**src/rtl/dma_block_xfer_ctrl.sv**
```systemverilog
// Single-channel block DMA between external and internal data memory.
// The core arbitrates internal memory; one word is a RD/WR pair that cannot be split.
//
// state  | meaning
// IDLE   | waiting for start, configuration latched on start
// REQ    | requesting internal memory, waiting for grant
// RD     | source memory read select
// WR     | destination write of the word read in RD, pointers advance
// DONE   | single-cycle completion pulse
module dma_block_xfer_ctrl #(
   parameter int EXT_AW = 3,
   parameter int INT_AW = 3,
   parameter int DW     = 4,
   parameter int CNT_W  = 4
) (
   input  logic              clk,
   input  logic              reset,
   input  logic              start,
   input  logic              dir,
   input  logic [EXT_AW-1:0] ext_base,
   input  logic [INT_AW-1:0] int_base,
   input  logic [CNT_W-1:0]  count,
   output logic              dma_req,
   input  logic              dma_grant,
   output logic              busy,
   output logic              done,
   output logic              ext_cslt,
   output logic              ext_wrb,
   output logic [EXT_AW-1:0] ext_add,
   output logic [DW-1:0]     ext_wdt,
   input  logic [DW-1:0]     ext_rdt,
   output logic              int_cslt,
   output logic              int_wrb,
   output logic [INT_AW-1:0] int_add,
   output logic [DW-1:0]     int_wdt,
   input  logic [DW-1:0]     int_rdt
);

   typedef enum logic [2:0] {S_IDLE, S_REQ, S_RD, S_WR, S_DONE} state_t;

   state_t              state_q, state_d;
   logic                dir_q;
   logic [EXT_AW-1:0]   ext_ptr_q;
   logic [INT_AW-1:0]   int_ptr_q;
   logic [CNT_W-1:0]    remain_q;

   always_ff @(posedge clk) begin
      if (reset) begin
         state_q   <= S_IDLE;
         dir_q     <= 1'b0;
         ext_ptr_q <= '0;
         int_ptr_q <= '0;
         remain_q  <= '0;
      end else begin
         state_q <= state_d;
         if (state_q == S_IDLE && start) begin
            dir_q     <= dir;
            ext_ptr_q <= ext_base;
            int_ptr_q <= int_base;
            remain_q  <= count;
         end else if (state_q == S_WR) begin
            ext_ptr_q <= ext_ptr_q + 1'b1;
            int_ptr_q <= int_ptr_q + 1'b1;
            remain_q  <= remain_q - 1'b1;
         end
      end
   end

   always_comb begin
      state_d  = state_q;
      dma_req  = 1'b0;
      busy     = 1'b0;
      done     = 1'b0;
      ext_cslt = 1'b0;
      ext_wrb  = 1'b0;
      ext_add  = '0;
      ext_wdt  = '0;
      int_cslt = 1'b0;
      int_wrb  = 1'b0;
      int_add  = '0;
      int_wdt  = '0;
      case (state_q)
         S_IDLE: begin
            if (start) state_d = (count == '0) ? S_DONE : S_REQ;
         end
         S_REQ: begin
            dma_req = 1'b1;
            busy    = 1'b1;
            if (dma_grant) state_d = S_RD;
         end
         S_RD: begin
            dma_req = 1'b1;
            busy    = 1'b1;
            if (!dir_q) begin
               ext_cslt = 1'b1;
               ext_add  = ext_ptr_q;
            end else begin
               int_cslt = 1'b1;
               int_add  = int_ptr_q;
            end
            state_d = S_WR;
         end
         S_WR: begin
            dma_req = 1'b1;
            busy    = 1'b1;
            // read data arrives the cycle after the select, so it is passed straight through
            if (!dir_q) begin
               int_cslt = 1'b1;
               int_wrb  = 1'b1;
               int_add  = int_ptr_q;
               int_wdt  = ext_rdt;
            end else begin
               ext_cslt = 1'b1;
               ext_wrb  = 1'b1;
               ext_add  = ext_ptr_q;
               ext_wdt  = int_rdt;
            end
            if (remain_q == CNT_W'(1)) state_d = S_DONE;
            else if (dma_grant)        state_d = S_RD;
            else                       state_d = S_REQ;
         end
         S_DONE: begin
            done    = 1'b1;
            state_d = S_IDLE;
         end
         default: state_d = S_IDLE;
      endcase
   end

endmodule

```
**config.mk**
```make
export PLATFORM = sky130hd
export DESIGN_NAME = dma_block_xfer_ctrl
export DESIGN_NICKNAME = d
export VERILOG_FILES = /design/src/rtl/dma_block_xfer_ctrl.sv
export SDC_FILE = /design/constraint.sdc
export NUM_CORES = 1
export LEC_CHECK = 0
export CAP_MARGIN = 10
export CORE_UTILIZATION = 43
export DETAILED_ROUTE_END_ITERATION = 10
export HOLD_SLACK_MARGIN = 0.06
export PLACE_DENSITY = 0.84
export SETUP_SLACK_MARGIN = 0.15
export SLEW_MARGIN = 20
export SYNTH_ARGS = -nofsm -noshare
export SYNTH_HDL_FRONTEND = slang
export SYNTH_SLANG_ARGS = --single-unit
```
**constraint.sdc**
```tcl
create_clock -name clk -period 2.5 [get_ports clk]
set_input_delay 0.375 -clock clk [delete_from_list [all_inputs] [get_ports clk]]
set_output_delay 0.375 -clock clk [all_outputs]
set_load 0.02 [all_outputs]
```
Word-level counts from Yosys, hierarchy flattened --
Index checks and enable logic that the tools add are counted.
Word-level totals: bits in registers 14, input bits 23, output and inout port bits 21, word-level logic and storage cells 51
Operators by class: add/sub/neg operators 3, eq/ne operators 7, muxes and demuxes 30, reduce and logical (&&, ||, !) cells 6
Operators by type and width (count):
- $mux 3 | 12
- $mux 4 | 6
- $pmux 3 s2 | 2
- $pmux 3 s4 | 1
- $add 3x1->3 const B | 2
- $eq 3x2->1 const B | 2
- $mux 1 | 6
- $eq 4x1->1 const B | 1
- $logic_not 4->1 | 1
- $ne 2x2->1 const B | 2
- $pmux 1 s2 | 2
- $sub 4x1->4 const B | 1
- $eq 3x1->1 const B | 1
- $eq 3x3->1 const B | 1
- $logic_not 3->1 | 1
- $reduce_or 3->1 | 1
- $mux 2 | 1
- $reduce_and 2->1 | 1
- $reduce_bool 2->1 | 1
- $logic_and 1x1->1 | 1

Logic depth before layout (Yosys ltp) --
Gate-level depths: netlist of the first run.
depth in word-level cells 4, gate-level depth with buffers 5, gate-level depth less buffers 5

Worst setup path after synthesis of the first run --
Ideal clock, no wire load.
kind register -> output, start reg state_q[0], end out int_add[0], arrival 1.416 ns, required time 2.125 ns, path slack 0.709 ns, cell stages (with the launch flop) 5, buffers on the path 1, path through dfxtp_1 > buf_2 > xor2_1 > nor2b_1 > and2_1
Between the ends: cells in the longest elaborated chain, start to end 2, elaborated cells between the ends (all ways) 3, classes of those cells 2 x eq/ne; 1 x mux
Ends and longest elaborated chain:
- start: declaration | line 41 | state_t state_q, state_d;
- start signal: assignment | line 55 | state_q <= state_d;
- $eq 3x2->1 | line 82 | case (state_q)
- $pmux 3 s2 (*) | line 82
- end: declaration | line 34 | output logic [INT_AW-1:0] int_add,
Mark *: on every way between the ends. The rest lies on a longest branch, timed or not.

Worst setup path in the final report of the first run --
Ends and elaborated chain as after synthesis.

==> results of run 1 <==
## registers in the layout, indices dropped and copies added, names as in the netlist
signal and cells:
dir_q 1, ext_ptr_q 3, int_ptr_q 3, remain_q 4, state_q 3
## power groups by stage
stage                     Clock [mW]  Sequential [mW]  Combinational [mW]
after floorplan                    0            0.266               0.138
after global placement             0            0.281               0.196
after detailed placement           0            0.284               0.201
after CTS                      0.130            0.280               0.202
after global routing           0.141            0.286               0.224
final                          0.127            0.282               0.203
## what timing repair did
action / CTS / global route
hold buffers: 0 / 0
cloned: 0 / 0
gates resized for setup: 2 / 6
endpoints found under the setup margin: 15 / 14
endpoints found under the hold margin: 0 / 0
pin swaps: 0 / 0
## worst max-delay path: stages (launching register included)
cell,delay (ns)
dfxtp_4,0.43
xor2_1,0.24
nor2b_2,0.23
and2_1,0.14
clkdlybuf4s50_1,0.60
## final timing paths
kind	from	end	slack, ns	depth (start not counted)
worst max-delay path	state_q[0]	int_add[0]	0.21	4
worst max register to register	state_q[2]	int_ptr_q[2]	0.90	3
worst min-delay path	int_ptr_q[1]	int_ptr_q[1]	0.49	2
worst min register to register	int_ptr_q[1]	int_ptr_q[1]	0.49	2
## final cells by class
cell class / count / area, µm² / share of cell area
Multi-Input combinational cell: 83 / 581 / 0.416
Timing Repair Buffer: 45 / 445 / 0.319
Sequential cell: 14 / 287 / 0.205
Tap cell: 27 / 33.8 / 0.0242
Inverter: 7 / 26.3 / 0.0188
Clock buffer: 3 / 22.5 / 0.0161
## cells by family (layout without fill, tap and decap cells)
logic type / count (synthesis) / in the layout
mux: 1 / 1
simple gates: 50 / 50
buf+inv: 15 / 55
xor+xnor: 1 / 1
compound gates: 27 / 27
flops: 14 / 14
fa+ha+maj: 4 / 4
## stage by stage
stage	total power [mW]	instance area, µm²
after floorplan	0.405	921
after global placement	0.477	1360
after detailed placement	0.486	1360
after CTS	0.612	1380
after global routing	0.651	1400
final	0.611	1400
## routing by layer
metal / routed length [µm] / vias to the layer above / track usage
met1: 950 / 456 / 0.268
li1: - / 483 / -
met5: 0 / - / 0
met2: 1250 / 35 / 0.403
met3: 161 / 2 / 0.0370
met4: 9 / 0 / 0.0722
## placed cells by master, fill, tap and decap left out, types with 2 or more instances in the layout
cell             instances
clkbuf_4                 3
inv_1                    6
or3_1                    5
nand3_1                  7
nor2_2                   2
dfxtp_1                 11
a21oi_1                  8
nand2_1                  5
nor3_1                   2
a2bb2oi_1                3
clkdlybuf4s50_1         43
a22oi_1                  3
dfxtp_2                  2
o211ai_2                 3
nor2_1                   4
a31oi_1                  3
and2_1                  12
ha_1                     4
buf_4                    2
and3_1                   4
==> results.json, run 1 <==
{
  "synth-seq-cells": 14,
  "syn_to_final_growth_pct": 51.5,
  "synth.top_cell.area_share": 0.304,
  "synthCells": 112,
  "hold_class": "flip-flop to flip-flop",
  "switching_share": 0.330,
  "yosysMostFrequentCell": "dfxtp_1",
  "fillers": 163,
  "max_slew_margin": 0.683,
  "fmax_mhz": 437,
  "period_share": 0.916,
  "vias": 976,
  "power_frac_comb": 0.332,
  "clockRootBuffer": "clkbuf_4",
  "die_area_um2": 2330,
  "drtAntennaViolNets": 0,
  "worst_slack_ns": 0.211,
  "synth_xor_area_frac": 0.00951,
  "synth_simple_gate_area_frac": 0.326,
  "dpl_worst_slack_ns": 0.346,
  "drv_cap": 0,
  "grt_max_degree": 17,
  "critPathRequiredTime_ns": 2.12,
  "start_kind": "flip-flop",
  "htree_levels": 1,
  "cts_sinks": 14,
  "io_buffers": 43,
  "start_util": 0.465,
  "rows": 16,
  "synth-async-reset-ratio": 0,
  "p_sw_uw": 202,
  "clk_pin_slew_worst_paths_ns": 0.09,
  "synth_top_family_by_area": "simple AND/OR/NAND/NOR gates",
  "io_pins": 44,
  "die_h_um": 48.3,
  "worstMarginPinSlew_ns": 0.476,
  "antenna_found_initial": 0,
  "p_clk_frac": 0.207,
  "drc": 0,
  "ys_warn_count": 0,
  "wire_per_inst_um": 13.3,
  "synthesis.nets": 139,
  "synth_area_um2": 921,
  "cp.arrival_ns": 1.91,
  "slew_violations": 0,
  "tns_ns": 0,
  "fin_util": 0.704,
  "core_um2": 1980,
  "setup_viol": 0,
  "synth_edf_count": 0,
  "seq_power_share": 0.461,
  "synth_compound_area_frac": 0.219,
  "crit_path_max_fanout": 12,
  "seq_area_frac_synth": 0.304,
  "cp-end-kind": "output port",
  "nets": 181,
  "power_leakage_nw": 0.550,
  "p_int_uw": 410,
  "cts_setup_buffers": 0,
  "power_density_nw_per_um2": 438,
  "syn_area_per_cell_um2": 8.22,
  "grt_pass1_vias": 883,
  "synth.top_cells.by_count": "dfxtp_1 (14), and2_1 (12), a21oi_1 (8), nand3_1 (7)",
  "clock_path_buffers": 2,
  "synthTopCellsByArea": "dfxtp_1 (30%), and2_1 (8.2%), ha_1 (5.4%)",
  "final_cells": 179,
  "path_class": "flip-flop to output port",
  "synth_fa_ha_area_frac": 0.0543,
  "yosysTopAreaCell": "dfxtp_1",
  "clock_latency_ns": 0.27,
  "status": "complete, no violations",
  "gp_congestion": 0.788,
  "layout-drive-gt1-share": 0.138,
  "synth_cell_types": 37,
  "dp_hpwl_mm": 1.85,
  "grt_use_total": 0.224,
  "ir_drop_v": 0.000341,
  "final.min_clock_period_ns": 2.29,
  "final_hold_viol_count": 0,
  "drtIter0Drc": 14,
  "antennaDiodeCount": 0,
  "hold_slack_ns": 0.486,
  "rsz0062_at_grt": "yes",
  "vias_per_cell": 5.45,
  "dr.pass1.iters": 4,
  "synth_ff_type": "dfxtp_1",
  "die_w_um": 48.3,
  "dp.cells": 176,
  "cts_made_buffers": 3,
  "post_synth_mux_area_share": 0.0122,
  "final.setup_skew_ns": 0.00409,
  "grt_first_pass_wirelength_mm": 3.66,
  "grt_overflow_total": 0,
  "totalWireLength_mm": 2.37,
  "cts_tree": "done"
}
Power figures use the tool's default switching activity.
==> run 2, diff against run 1 <==
- CORE_UTILIZATION: 43 -> 36
- PLACE_DENSITY: 0.84 -> 0.75
- REMOVE_ABC_BUFFERS: not set -> 1
- clock period: 2.5 -> 1.95 ns (I/O delays scaled with it)
==> results.json, run 2 (synthesized netlist as in run 1, its figures left out) <==
{
  "status": "complete, no violations",
  "vias_per_cell": 5.31,
  "slowest_delay_ns": 0.38,
  "worstReg2RegStart": "state_q[0]",
  "cts_setup_buffers": 0,
  "totalWireLength_mm": 2.47,
  "reg2regPathDepth": 5,
  "final.setup_skew_ns": 0.00224,
  "layout_commonest_cell": "clkdlybuf4s50_1",
  "top_register": "remain_q",
  "layout-drive-gt1-share": 0.250,
  "min_from": "ext_ptr_q[1]",
  "cts_sinks": 14,
  "rrSetupSlack_ns": 0.40,
  "cp_cell_sequence": "xor2_2, nor2b_4, and2_1, clkdlybuf4s15_1",
  "hold_depth": 2,
  "seq_power_share": 0.408,
  "cts_tree": "done",
  "drv_cap": 0,
  "cp-end-kind": "output port",
  "grt_use_total": 0.204,
  "rsz0062_at_grt": "yes",
  "grt_overflow_total": 0,
  "p_clk_frac": 0.252,
  "grt_max_degree": 17,
  "vias": 999,
  "worstMarginPinSlew_ns": 0.426,
  "final_hold_viol_count": 0,
  "period_share": 0.896,
  "post-route-cell-area_um2": 1430,
  "rows": 17,
  "power_frac_comb": 0.340,
  "hold_class": "flip-flop to flip-flop",
  "slowest_stage": "dfxtp_4",
  "max_slew_margin": 0.715,
  "core_um2": 2320,
  "hold_end": "ext_ptr_q[1]",
  "met1Wirelength_mm": 1.06,
  "largest_reg_flops": 4,
  "wl_met2_mm": 1.22,
  "critPathRequiredTime_ns": 1.66,
  "power_density_nw_per_um2": 593,
  "antenna_found_initial": 0,
  "path_class": "flip-flop to output port",
  "die_area_um2": 2760,
  "wire_per_inst_um": 13.1,
  "nets": 188,
  "io_pins": 44,
  "drc": 0,
  "setup_viol": 0,
  "clock_path_buffers": 2,
  "layout_common_cells": "clkdlybuf4s50_1 (22), and2_1 (12), dfxtp_1 (11), dlygate4sd2_1 (10), buf_4 (9)",
  "die_w_um": 52.6,
  "wl_met3_um": 149,
  "htree_levels": 1,
  "slew_violations": 0,
  "ir_drop_v": 0.000439,
  "dr.pass1.iters": 4,
  "p_sw_uw": 275,
  "cts_made_buffers": 3,
  "crit_family": "flip-flops",
  "place_area_um2": 1410,
  "gp_congestion": 0.845,
  "start_util": 0.397,
  "top_layer_used": "met4",
  "drtIter0Drc": 15,
  "final.min_clock_period_ns": 1.75,
  "cp.arrival_ns": 1.45,
  "drtAntennaViolNets": 0,
  "io_buffers": 43,
  "timing.rr.end": "int_ptr_q[2]",
  "grt_first_pass_wirelength_mm": 4.11,
  "tns_ns": 0,
  "syn_to_final_growth_pct": 55.6,
  "clk_pin_slew_worst_paths_ns": 0.09,
  "p_int_uw": 575,
  "switching_share": 0.324,
  "antennaDiodeCount": 0,
  "start_kind": "flip-flop",
  "power_leakage_nw": 0.651,
  "clockRootBuffer": "clkbuf_4",
  "dp_hpwl_mm": 1.91,
  "critical_path_buf_inv_count": 1,
  "die_h_um": 52.6,
  "fmax_mhz": 572,
  "crit_path_max_fanout": 4,
  "clock_latency_ns": 0.29,
  "grt_pass1_vias": 957
}
-- run 2: changes by cell type in the layout (fill, tap and decap cells not counted) --
cell / delta
clkdlybuf4s50_1: -21
dlygate4sd2_1: +10
buf_4: +7
clkbuf_2: +7
clkdlybuf4s15_1: +2
clkdlybuf4s15_2: +2
clkbuf_8: +1
nor2_1: -1
nor2_2: +1
nor2b_2: -1
nor2b_4: +1
xor2_1: -1
xor2_2: +1
-- run 2: power by group through the flow --
stage	logic [mW]	registers (mW)	clock network (mW)
floorplan	0.144	0.353	0
global placement	0.285	0.348	0
detailed placement	0.291	0.349	0
CTS	0.283	0.344	0.220
global route	0.319	0.352	0.234
finish	0.289	0.347	0.214
-- run 2: area by class of cell --
cell class	instances	area (µm²)
Tap cell	28	35.0
Clock buffer	4	36.3
Inverter	7	26.3
Sequential cell	14	287
Timing Repair Buffer	52	453
Fill cell	200	886
Multi-Input combinational cell	83	596
-- run 2: routing by layer --
metal  up-vias  GRT usage
met4         0     0.0921
met2        35      0.348
met5         -          0
met1       465      0.243
met3         4     0.0377
li1        495          -
-- run 2: worst max-delay path by stage --
stage / start / end / slack [ns] / cells past startpoint
floorplan: state_q[0] / int_wdt[0] / 0.11 / 3
global placement: state_q[2] / int_wdt[2] / 0.15 / 4
CTS: state_q[0] / int_add[1] / 0.09 / 4
finish: state_q[0] / int_add[1] / 0.20 / 4
detailed placement: state_q[0] / int_add[1] / 0.1 / 4
global route: state_q[0] / int_add[1] / 0.11 / 4
-- run 2: what timing repair did --
item / in CTS / in global routing
hold buffers: 0 / 0
resized for setup: 33 / 19
gates cloned: 0 / 0
endpoints found under the setup margin: 21 / 19
hold endpoints to repair: 0 / 0
-- run 2: metrics by stage --
step / util / std cells / worst slack (ns) / hold WS, ns / power (mW)
after global placement: 0.609 / 184 / 0.148 / 0.473 / 0.633
after floorplan: - / 104 / 0.106 / 0.362 / 0.497
final: 0.618 / 188 / 0.203 / 0.486 / 0.850
after global routing: 0.618 / 188 / 0.112 / 0.515 / 0.905
after CTS: 0.621 / 188 / 0.0947 / 0.491 / 0.847
after detailed placement: 0.609 / 184 / 0.0988 / 0.479 / 0.640
-- run 2: worst min-delay path, stage by stage (launching register included) --
cell and delay [ns]:
dfxtp_1 0.33, nand3_1 0.06, a21oi_1 0.06
==> patch (flow settings as in run 2) <==
The 5 states of `state_t` get a one-hot encoding in 5 bits.
--- a/src/rtl/dma_block_xfer_ctrl.sv
+++ b/src/rtl/dma_block_xfer_ctrl.sv
@@ -38,3 +38,3 @@
 
-   typedef enum logic [2:0] {S_IDLE, S_REQ, S_RD, S_WR, S_DONE} state_t;
+   typedef enum logic [4:0] {S_IDLE = 5'b00001, S_REQ = 5'b00010, S_RD = 5'b00100, S_WR = 5'b01000, S_DONE = 5'b10000} state_t;
 
Behaviour: same outputs for any inputs over 10 cycles, from zero or initial values and one cycle with reset high; not proved beyond that.
==> patch against run 2 <==
- power increased by 1.5%
- routed wire length increased by 36%
- design area increased by 27%
- sequential cell count increased by 2
- sequential share of layout area decreased by 2.3 points
- register-to-register slack got worse by 0.17 ns
- global-route usage decreased by 0.19 points
- utilization increased by 2.1 points
- largest power group unchanged
- area after synthesis increased by 22%
- count of clock-buffer cells in the layout unchanged
- worst setup slack got worse by 0.19 ns
- critical endpoint unchanged
- the flow now finishes with violations (DRC)
==> patch: results (changes against run 2) <==
setup_path:
  crit_arrival_ns: 1.64  # +0.19 ns
  rrSetupSlack_ns: 0.23  # -0.17 ns
  cp_max_fo: 5  # +1
routing:
  wl_per_cell_um: 15.1  # +15%
  first_iter_violations: 22  # +7
  vias: 1198  # +20%
  firstDrtPassIters: 8  # +4
  drc: 6  # +6
finish:
  drive_gt1_share_pct: 41.9  # +17 points
  fin_nets: 219  # +16%
yosys:
  synth.area.mux_share_pct: 0  # -1.2 points
  synth-compound-area-share_pct: 24.1  # +2.2 points
  ys_top_cells_by_area: "dfxtp_1, and2_1, ha_1"
  synthAdderAreaFrac_pct: 4.46  # -0.98 points
  yosysSeqAreaShare_pct: 28.5  # -1.9 points
  synthTopCellsByCount: "dfxtp_1, and2_1, a21oi_1, nand3_1, nor3_1"
place:
  routabilityCongestion: 0.786  # -7.0%
  place_hpwl_um: 2370  # +24%
run_status:
  violations: "DRC"
  status: "finished, violations left"
sta:
  clock_skew_ns: 0.00320  # +0.000965 ns
  hold_slack_ns: 0.483  # -0.00281 ns
  maxSlewHeadroom_pct: 66.3  # -5.2 points
global_routing:
  grt_pass1_wl_um: 5200  # +27%
power:
  p_leak_nw: 0.806  # +24%
-- patch: cell types whose count changed after synthesis, moves of 3 or more --
cell      change
nor3_1        +6
o22ai_1       +5
or3_1         -5
a32oi_1       +4
a21oi_2       +3
a22oi_2       +3
and2_1        -3
nand2b_1      +3
o211ai_2      -3
-- patch: where the power goes --
part / internal, mW / switching (mW)
clock network: 0.114 / 0.113
logic: 0.136 / 0.128
registers: 0.352 / 0.0200
total: 0.602 / 0.260
-- patch: what timing repair did --
action	in CTS	in global routing
pin swaps	10	6
gates resized for setup	135	10
setup endpoints to repair	21	20
endpoints found under the hold margin	0	0
buffers inserted	3	4
-- patch: per-layer routing --
layer	up-vias	wire [µm]	GRT usage, %
met2	41	1710	35.6
met3	4	245	3.57
met5	-	0	0
met1	561	1350	23.4
li1	592	-	-
met4	0	42	9.86
-- patch: through the flow --
| step | area, µm² | total power [mW] | worst slack (ns) | instances |
|---|---|---|---|---|
| after floorplan | 1050 | 0.502 | -0.0137 | 121 |
| after global placement | 1640 | 0.605 | -0.120 | 211 |
| after detailed placement | 1640 | 0.615 | -0.145 | 211 |
| after CTS | 1780 | 0.855 | 0.00963 | 218 |
| after global routing | 1820 | 0.902 | -0.0499 | 222 |
| final | 1820 | 0.862 | 0.0130 | 222 |
-- patch: critical path, stage by stage, from the launching register on --
cell	delay, ns
dfxtp_2	0.33
or3_4	0.40
buf_8	0.15
buf_6	0.12
nor2_4	0.09
and2_4	0.15
buf_6	0.11
-- patch: cell families after synthesis --
group	count (synthesis)
XOR/XNOR	1
AND/OR/NAND/NOR	57
adder cells (fa/ha/maj)	4
AO/OA/AOI/OAI	36
buffers and inverters	18
flip-flops	16
-- patch: final timing paths --
check / from / to / cells past startpoint
worst min-delay path: int_ptr_q[2] / int_ptr_q[2] / 2
worst max-delay path: state_q[0] / int_add[1] / 6
worst min register to register: int_ptr_q[2] / int_ptr_q[2] / 2
worst max register to register: state_q[0] / remain_q[3] / 8
-- patch: area by class of cell --
cell class	count	area, µm²
Timing Repair Buffer	66	618
Inverter	7	26.3
Clock buffer	4	36.3
Fill cell	220	1030
Multi-Input combinational cell	98	781
Tap cell	31	38.8
Sequential cell	16	322
